[src/rtl/subleq_core.sv]
// SUBLEQ execution engine: fetches A/B/C, computes mem[B]-mem[A], writes it back to B
// and branches to C on a signed result <= 0. One bus access per cycle, six cycles per instruction.
module subleq_core #(
   parameter logic [63:0] RESET_PC = 64'h0
) (
   input  logic        clk,
   input  logic        reset,
   output logic [1:0]  mem_op,
   output logic [63:0] mem_addr,
   output logic [63:0] mem_write_bytes,
   input  logic [63:0] mem_data,
   output logic [63:0] pc,
   output logic        halted,
   output logic [63:0] retired
);

   localparam logic [2:0] S_FA   = 3'd0;
   localparam logic [2:0] S_FB   = 3'd1;
   localparam logic [2:0] S_FC   = 3'd2;
   localparam logic [2:0] S_RA   = 3'd3;
   localparam logic [2:0] S_RB   = 3'd4;
   localparam logic [2:0] S_WR   = 3'd5;
   localparam logic [2:0] S_HALT = 3'd6;

   localparam logic [1:0] OP_READ  = 2'b00;
   localparam logic [1:0] OP_WRITE = 2'b01;
   localparam logic [1:0] OP_IDLE  = 2'b10;

   logic [2:0]  state_q,   state_d;
   logic [63:0] pc_q,      pc_d;
   logic [63:0] a_q,       a_d;
   logic [63:0] b_q,       b_d;
   logic [63:0] c_q,       c_d;
   logic [63:0] va_q,      va_d;
   logic [63:0] res_q,     res_d;
   logic [63:0] retired_q, retired_d;
   logic        halted_q,  halted_d;

   logic        branchTaken;
   logic [63:0] nextPc;

   // Signed <= 0 is just "sign bit set or all zero" on the wrapped result.
   always_comb begin
      branchTaken = res_q[63] || (res_q == 64'h0);
      nextPc      = branchTaken ? c_q : (pc_q + 64'd3);
   end

   always_comb begin
      state_d   = state_q;
      pc_d      = pc_q;
      a_d       = a_q;
      b_d       = b_q;
      c_d       = c_q;
      va_d      = va_q;
      res_d     = res_q;
      retired_d = retired_q;
      halted_d  = halted_q;
      case (state_q)
         S_FA: begin
            a_d     = mem_data;
            state_d = S_FB;
         end
         S_FB: begin
            b_d     = mem_data;
            state_d = S_FC;
         end
         S_FC: begin
            c_d     = mem_data;
            state_d = S_RA;
         end
         S_RA: begin
            va_d    = mem_data;
            state_d = S_RB;
         end
         S_RB: begin
            res_d   = mem_data - va_q;
            state_d = S_WR;
         end
         S_WR: begin
            retired_d = retired_q + 64'd1;
            pc_d      = nextPc;
            if (nextPc[63]) begin
               halted_d = 1'b1;
               state_d  = S_HALT;
            end else begin
               state_d  = S_FA;
            end
         end
         S_HALT: begin
            state_d = S_HALT;
         end
         default: begin
            halted_d = 1'b1;
            state_d  = S_HALT;
         end
      endcase
   end

   always_ff @(posedge clk or negedge reset) begin
      if (!reset) begin
         state_q   <= S_FA;
         pc_q      <= RESET_PC;
         a_q       <= 64'h0;
         b_q       <= 64'h0;
         c_q       <= 64'h0;
         va_q      <= 64'h0;
         res_q     <= 64'h0;
         retired_q <= 64'h0;
         halted_q  <= 1'b0;
      end else begin
         state_q   <= state_d;
         pc_q      <= pc_d;
         a_q       <= a_d;
         b_q       <= b_d;
         c_q       <= c_d;
         va_q      <= va_d;
         res_q     <= res_d;
         retired_q <= retired_d;
         halted_q  <= halted_d;
      end
   end

   // Bus is decoded from registers only; reset gates it idle because the RAM reads on 00.
   always_comb begin
      mem_op          = OP_IDLE;
      mem_addr        = 64'h0;
      mem_write_bytes = 64'h0;
      if (reset) begin
         case (state_q)
            S_FA: begin
               mem_op   = OP_READ;
               mem_addr = pc_q;
            end
            S_FB: begin
               mem_op   = OP_READ;
               mem_addr = pc_q + 64'd1;
            end
            S_FC: begin
               mem_op   = OP_READ;
               mem_addr = pc_q + 64'd2;
            end
            S_RA: begin
               mem_op   = OP_READ;
               mem_addr = a_q;
            end
            S_RB: begin
               mem_op   = OP_READ;
               mem_addr = b_q;
            end
            S_WR: begin
               mem_op          = OP_WRITE;
               mem_addr        = b_q;
               mem_write_bytes = res_q;
            end
            default: begin
               mem_op = OP_IDLE;
            end
         endcase
      end
   end

   assign pc      = pc_q;
   assign halted  = halted_q;
   assign retired = retired_q;

endmodule

[config.mk]
export PLATFORM = sky130hd
export DESIGN_NAME = subleq_core
export DESIGN_NICKNAME = d
export VERILOG_FILES = /design/src/rtl/subleq_core.sv
export SDC_FILE = /design/constraint.sdc
export NUM_CORES = 1
export LEC_CHECK = 0
export ABC_CLOCK_PERIOD_IN_PS = 4800
export CAP_MARGIN = 10
export CORE_UTILIZATION = 63
export CTS_BUF_LIST = sky130_fd_sc_hd__clkbuf_8
export CTS_CLUSTER_DIAMETER = 120
export DETAILED_ROUTE_END_ITERATION = 8
export HOLD_SLACK_MARGIN = 0.12
export PLACE_DENSITY_LB_ADDON = 0.15
export SYNTH_ARGS = -nofsm -noshare
export SYNTH_HDL_FRONTEND = slang
export SYNTH_SLANG_ARGS = --single-unit
[constraint.sdc]
create_clock -name clk -period 4.8 [get_ports clk]
set_clock_uncertainty 0.15 [all_clocks]
set_input_delay 0.96 -clock clk [delete_from_list [all_inputs] [get_ports clk]]
set_output_delay 0.96 -clock clk [all_outputs]
set_load 0.02 [all_outputs]
==> results.sh <==
export IMPL_fp_dieArea_mm2=0.0436
export IMPL_worst_hold_path_type="reg -> reg"
export IMPL_first_global_vias=28300
export IMPL_synth_top_area_share_pct=42.0
export IMPL_critical_path_endpoint="mem_addr[47]"
export IMPL_startpoint="pc[33]"
export IMPL_later_pin_clock_latency_in_the_skew_report_ps=730
export IMPL_synth_main_ff_cell="sky130_fd_sc_hd__dfrtp_1"
export IMPL_layout_filler_cells=2900
export IMPL_slew_viol_final=0
export IMPL_initial_antenna_violation_count=5
export IMPL_setup_tns_ps=-258
export IMPL_outcome="complete, but fails checks"
export IMPL_ratio_of_final_minimum_period_to_clock_period_pct=102
export IMPL_hold_path_cell_count=2
export IMPL_port_buffers=324
export IMPL_power_static_leakage_nw=15.2
export IMPL_totalWireLength_mm=107
export IMPL_grt_setup_unrepaired="yes"
export IMPL_cts_buffer_depth=3
export IMPL_clock_fmax_mhz=204
export IMPL_root_buffer="sky130_fd_sc_hd__clkbuf_8"
export IMPL_p_per_cell_area_mw_per_mm2=675
export IMPL_reg2reg_to="pc[20]"
export IMPL_mapped_nets=3555
export IMPL_drt_pre_antenna_iters=9
export IMPL_power_total_w=0.0224
export IMPL_global_route_overflow_total=0
export IMPL_synth_yosys_seq_area_share_pct=42.0
export IMPL_ys_top_cells_by_count="sky130_fd_sc_hd__nand2_1 (891), sky130_fd_sc_hd__dfrtp_1 (452), sky130_fd_sc_hd__o21ai_0 (276), sky130_fd_sc_hd__a21oi_1 (262), sky130_fd_sc_hd__nor2_1 (222)"
export IMPL_type_of_the_setup_path_with_the_least_slack="reg -> out"
export IMPL_worst_case_register_to_register_setup_slack_ps=860
export IMPL_finalHoldWorstSlack_ps=322
export IMPL_drt_iter0_markers=4774
export IMPL_placeableCoreArea_mm2=0.0420
export IMPL_timing_final_ws_setup_ps=-109
export IMPL_grtUsageTotal_pct=48.6
export IMPL_worst_ir_drop_vdd_mv=0.390
export IMPL_post_synth_inst_count=3420
export IMPL_critPathArrivalTime_ps=3800
export IMPL_async_reset_ff_share_pct=100
export IMPL_synthTopCellsByArea="sky130_fd_sc_hd__dfrtp_1 (42%), sky130_fd_sc_hd__nand2_1 (12%), sky130_fd_sc_hd__o21ai_0 (5.1%)"
export IMPL_worst_slew_pin_transition_ps=1160
export IMPL_post_route_min_period_ps=4910
export IMPL_crit_path_end_kind="primary output"
export IMPL_clkTransAtPathRegs_ps=60
export IMPL_tritoncts_num_buffers=76
export IMPL_start_util_pct=64.1
export IMPL_drv_cap=0
export IMPL_worstPathCellList="and3_1 > nand2_1 > nor2_2 > nand3_1 > nor2_1 > and4b_1 > a221oi_1 > a21oi_1 > clkdlybuf4s50_1"
export IMPL_final_antenna_net_count=0
export IMPL_netlist_top_cell_by_area="sky130_fd_sc_hd__dfrtp_1"
export IMPL_detail_route_drc_violations=18
export IMPL_path_max_fanout=6
export IMPL_maximum_number_of_pins_on_one_net_before_global_route_repair=162
export IMPL_place_congestion=1.15
export IMPL_synthesis_area_mm2=0.0269
export IMPL_die_width_um=209
export IMPL_boundaryPins=325
export IMPL_failed_checks="design-rule violations, negative setup slack"
export IMPL_placementRows=75
export IMPL_antenna_cells_inserted=0
export IMPL_numClockSinks=452
export IMPL_synth_edf_count=0
export IMPL_grt_pass1_wl_mm=162
export IMPL_vias=29300
export IMPL_fin_nets=3900
export IMPL_critPathMaxStageDelay_ps=720
export IMPL_setup_viol=4
export IMPL_layout_area_overhead_vs_synth_pct=23.2
export IMPL_hold_violations=0
export IMPL_postSynthAreaPerCell_um2=7.87
export IMPL_synth_lib_cells_used_distinct=93
export IMPL_drive_gt1_share_pct=11.0
export IMPL_cts_htree_levels=3
export IMPL_cpMaxStageDelayCell="sky130_fd_sc_hd__clkdlybuf4s50_1"
export IMPL_die_h_um=209
export IMPL_yosys_register_bits=452
export IMPL_dpl_hpwl_mm=75.8
export IMPL_vias_per_instance=6.74
export IMPL_r2r_start="res_q[3]"
export IMPL_reg2regPathDepth=8
export IMPL_most_common_cell_in_the_netlist="sky130_fd_sc_hd__nand2_1"
export IMPL_tritoncts="yes"
export IMPL_synthesis_yosys_warnings=0
export IMPL_post_drt_wl_per_cell_um=24.5
export IMPL_critPathRequiredTime_ps=3690
export IMPL_critPathLaunchType="register"
export IMPL_slew_headroom_pct=22.3
[layer usage]
layer | vias to the layer above | part of all wire, % | global-route usage, %
met5 | - | 0.022 | 0
met4 | 4 | 7.2 | 30.1
met3 | 618 | 15 | 17.7
met2 | 2457 | 42 | 69.4
met1 | 13700 | 36 | 62.7
li1 | 12500 | - | -
[how the worst min path moves through the flow]
stage	from	endpoint	slack, ps
2_1_floorplan	c_q[11]	c_q[11]	290
3_3_place_gp	halted	halted	300
3_5_place_dp	halted	halted	300
4_1_cts	halted	halted	320
5_1_grt	halted	halted	350
6_report	c_q[51]	c_q[51]	320
[critical path, delay by kind of cell, from the launching register on]
| family | cells | cell delay, ps |
|---|---|---|
| AOI/OAI and AO/OA | 2 | 480 |
| DFF | 1 | 390 |
| buffers and inverters | 1 | 720 |
| and+or+nand+nor | 6 | 1530 |
[sequential cells by signal (all words and copies together) (netlist names)]
signal,cells
a_q,64
b_q,64
c_q,64
pc,64
res_q,64
retired,64
va_q,64
state_q,3
halted,1
[cells in the final DEF (no fill, tap or decap), drive strengths merged, types with 12 or more instances in the layout]
cell	netlist	routed
ha	68	68
nand4	78	78
a21o	39	39
dlymetal6s2s	0	15
clkbuf	184	96
xnor2	92	92
inv	106	129
a21oi	262	262
nor2	225	225
and4	12	12
a31oi	19	19
dfrtp	452	452
a22oi	38	38
nor4	40	40
a211oi	15	15
o21bai	13	13
a221oi	23	23
or3	18	18
nand2	892	892
nand3	96	96
dlygate4sd2	0	15
o31ai	12	12
nor3	64	64
a222oi	15	15
buf	43	169
clkdlybuf4s50	0	288
o22ai	18	18
o211ai	12	12
o21ai	284	284
and3	103	103
and2	19	19
xor2	42	42
[report_power, final]
group          internal [W]  leakage, nW  switching [W]
Combinational       0.00422         8.78        0.00757
Sequential          0.00549         5.59        0.00170
Clock               0.00175        0.816        0.00167
[through the flow]
step                      utilization (%)  area, µm²  instances  worst slack [ps]
after detailed placement             74.2      31200       4206              80.7
after global placement               74.2      31200       4206              70.7
after CTS                            78.1      32800       4337             -19.4
after global routing                 78.9      33200       4349              -106
after floorplan                         -      26900       3420               925
final                                78.9      33200       4349              -109
[kinds of logic after synthesis]
| kind of cell | after synthesis | synth area share, % |
|---|---|---|
| buffers and inverters | 334 | 4.85 |
| AND/OR/NAND/NOR | 1589 | 26.5 |
| flip-flops | 452 | 42.0 |
| AO/OA/AOI/OAI | 839 | 18.9 |
| XOR/XNOR | 134 | 4.36 |
| adder cells (fa/ha/maj) | 69 | 3.23 |
| multiplexers | 3 | 0.121 |
[final cells by class]
type	count	area [µm²]	share of cell area, %
repair buffers	494	4610	13.9
well taps	539	674	2.03
flip-flops and latches	452	11300	34.2
clock buffers	90	1240	3.73
multi-input cells	2634	14700	44.4
clock inverters	33	198	0.596
inverters	107	402	1.21
[timing repair]
action                     4_1_cts  5_1_grt
gates resized for setup         71       81
buffers inserted                 7       12
setup endpoints to repair       48       47
pin swaps                        6       10
hold endpoints to repair        15        0
hold buffers                     1        0
No activity file was read; power rests on OpenSTA's default activity.
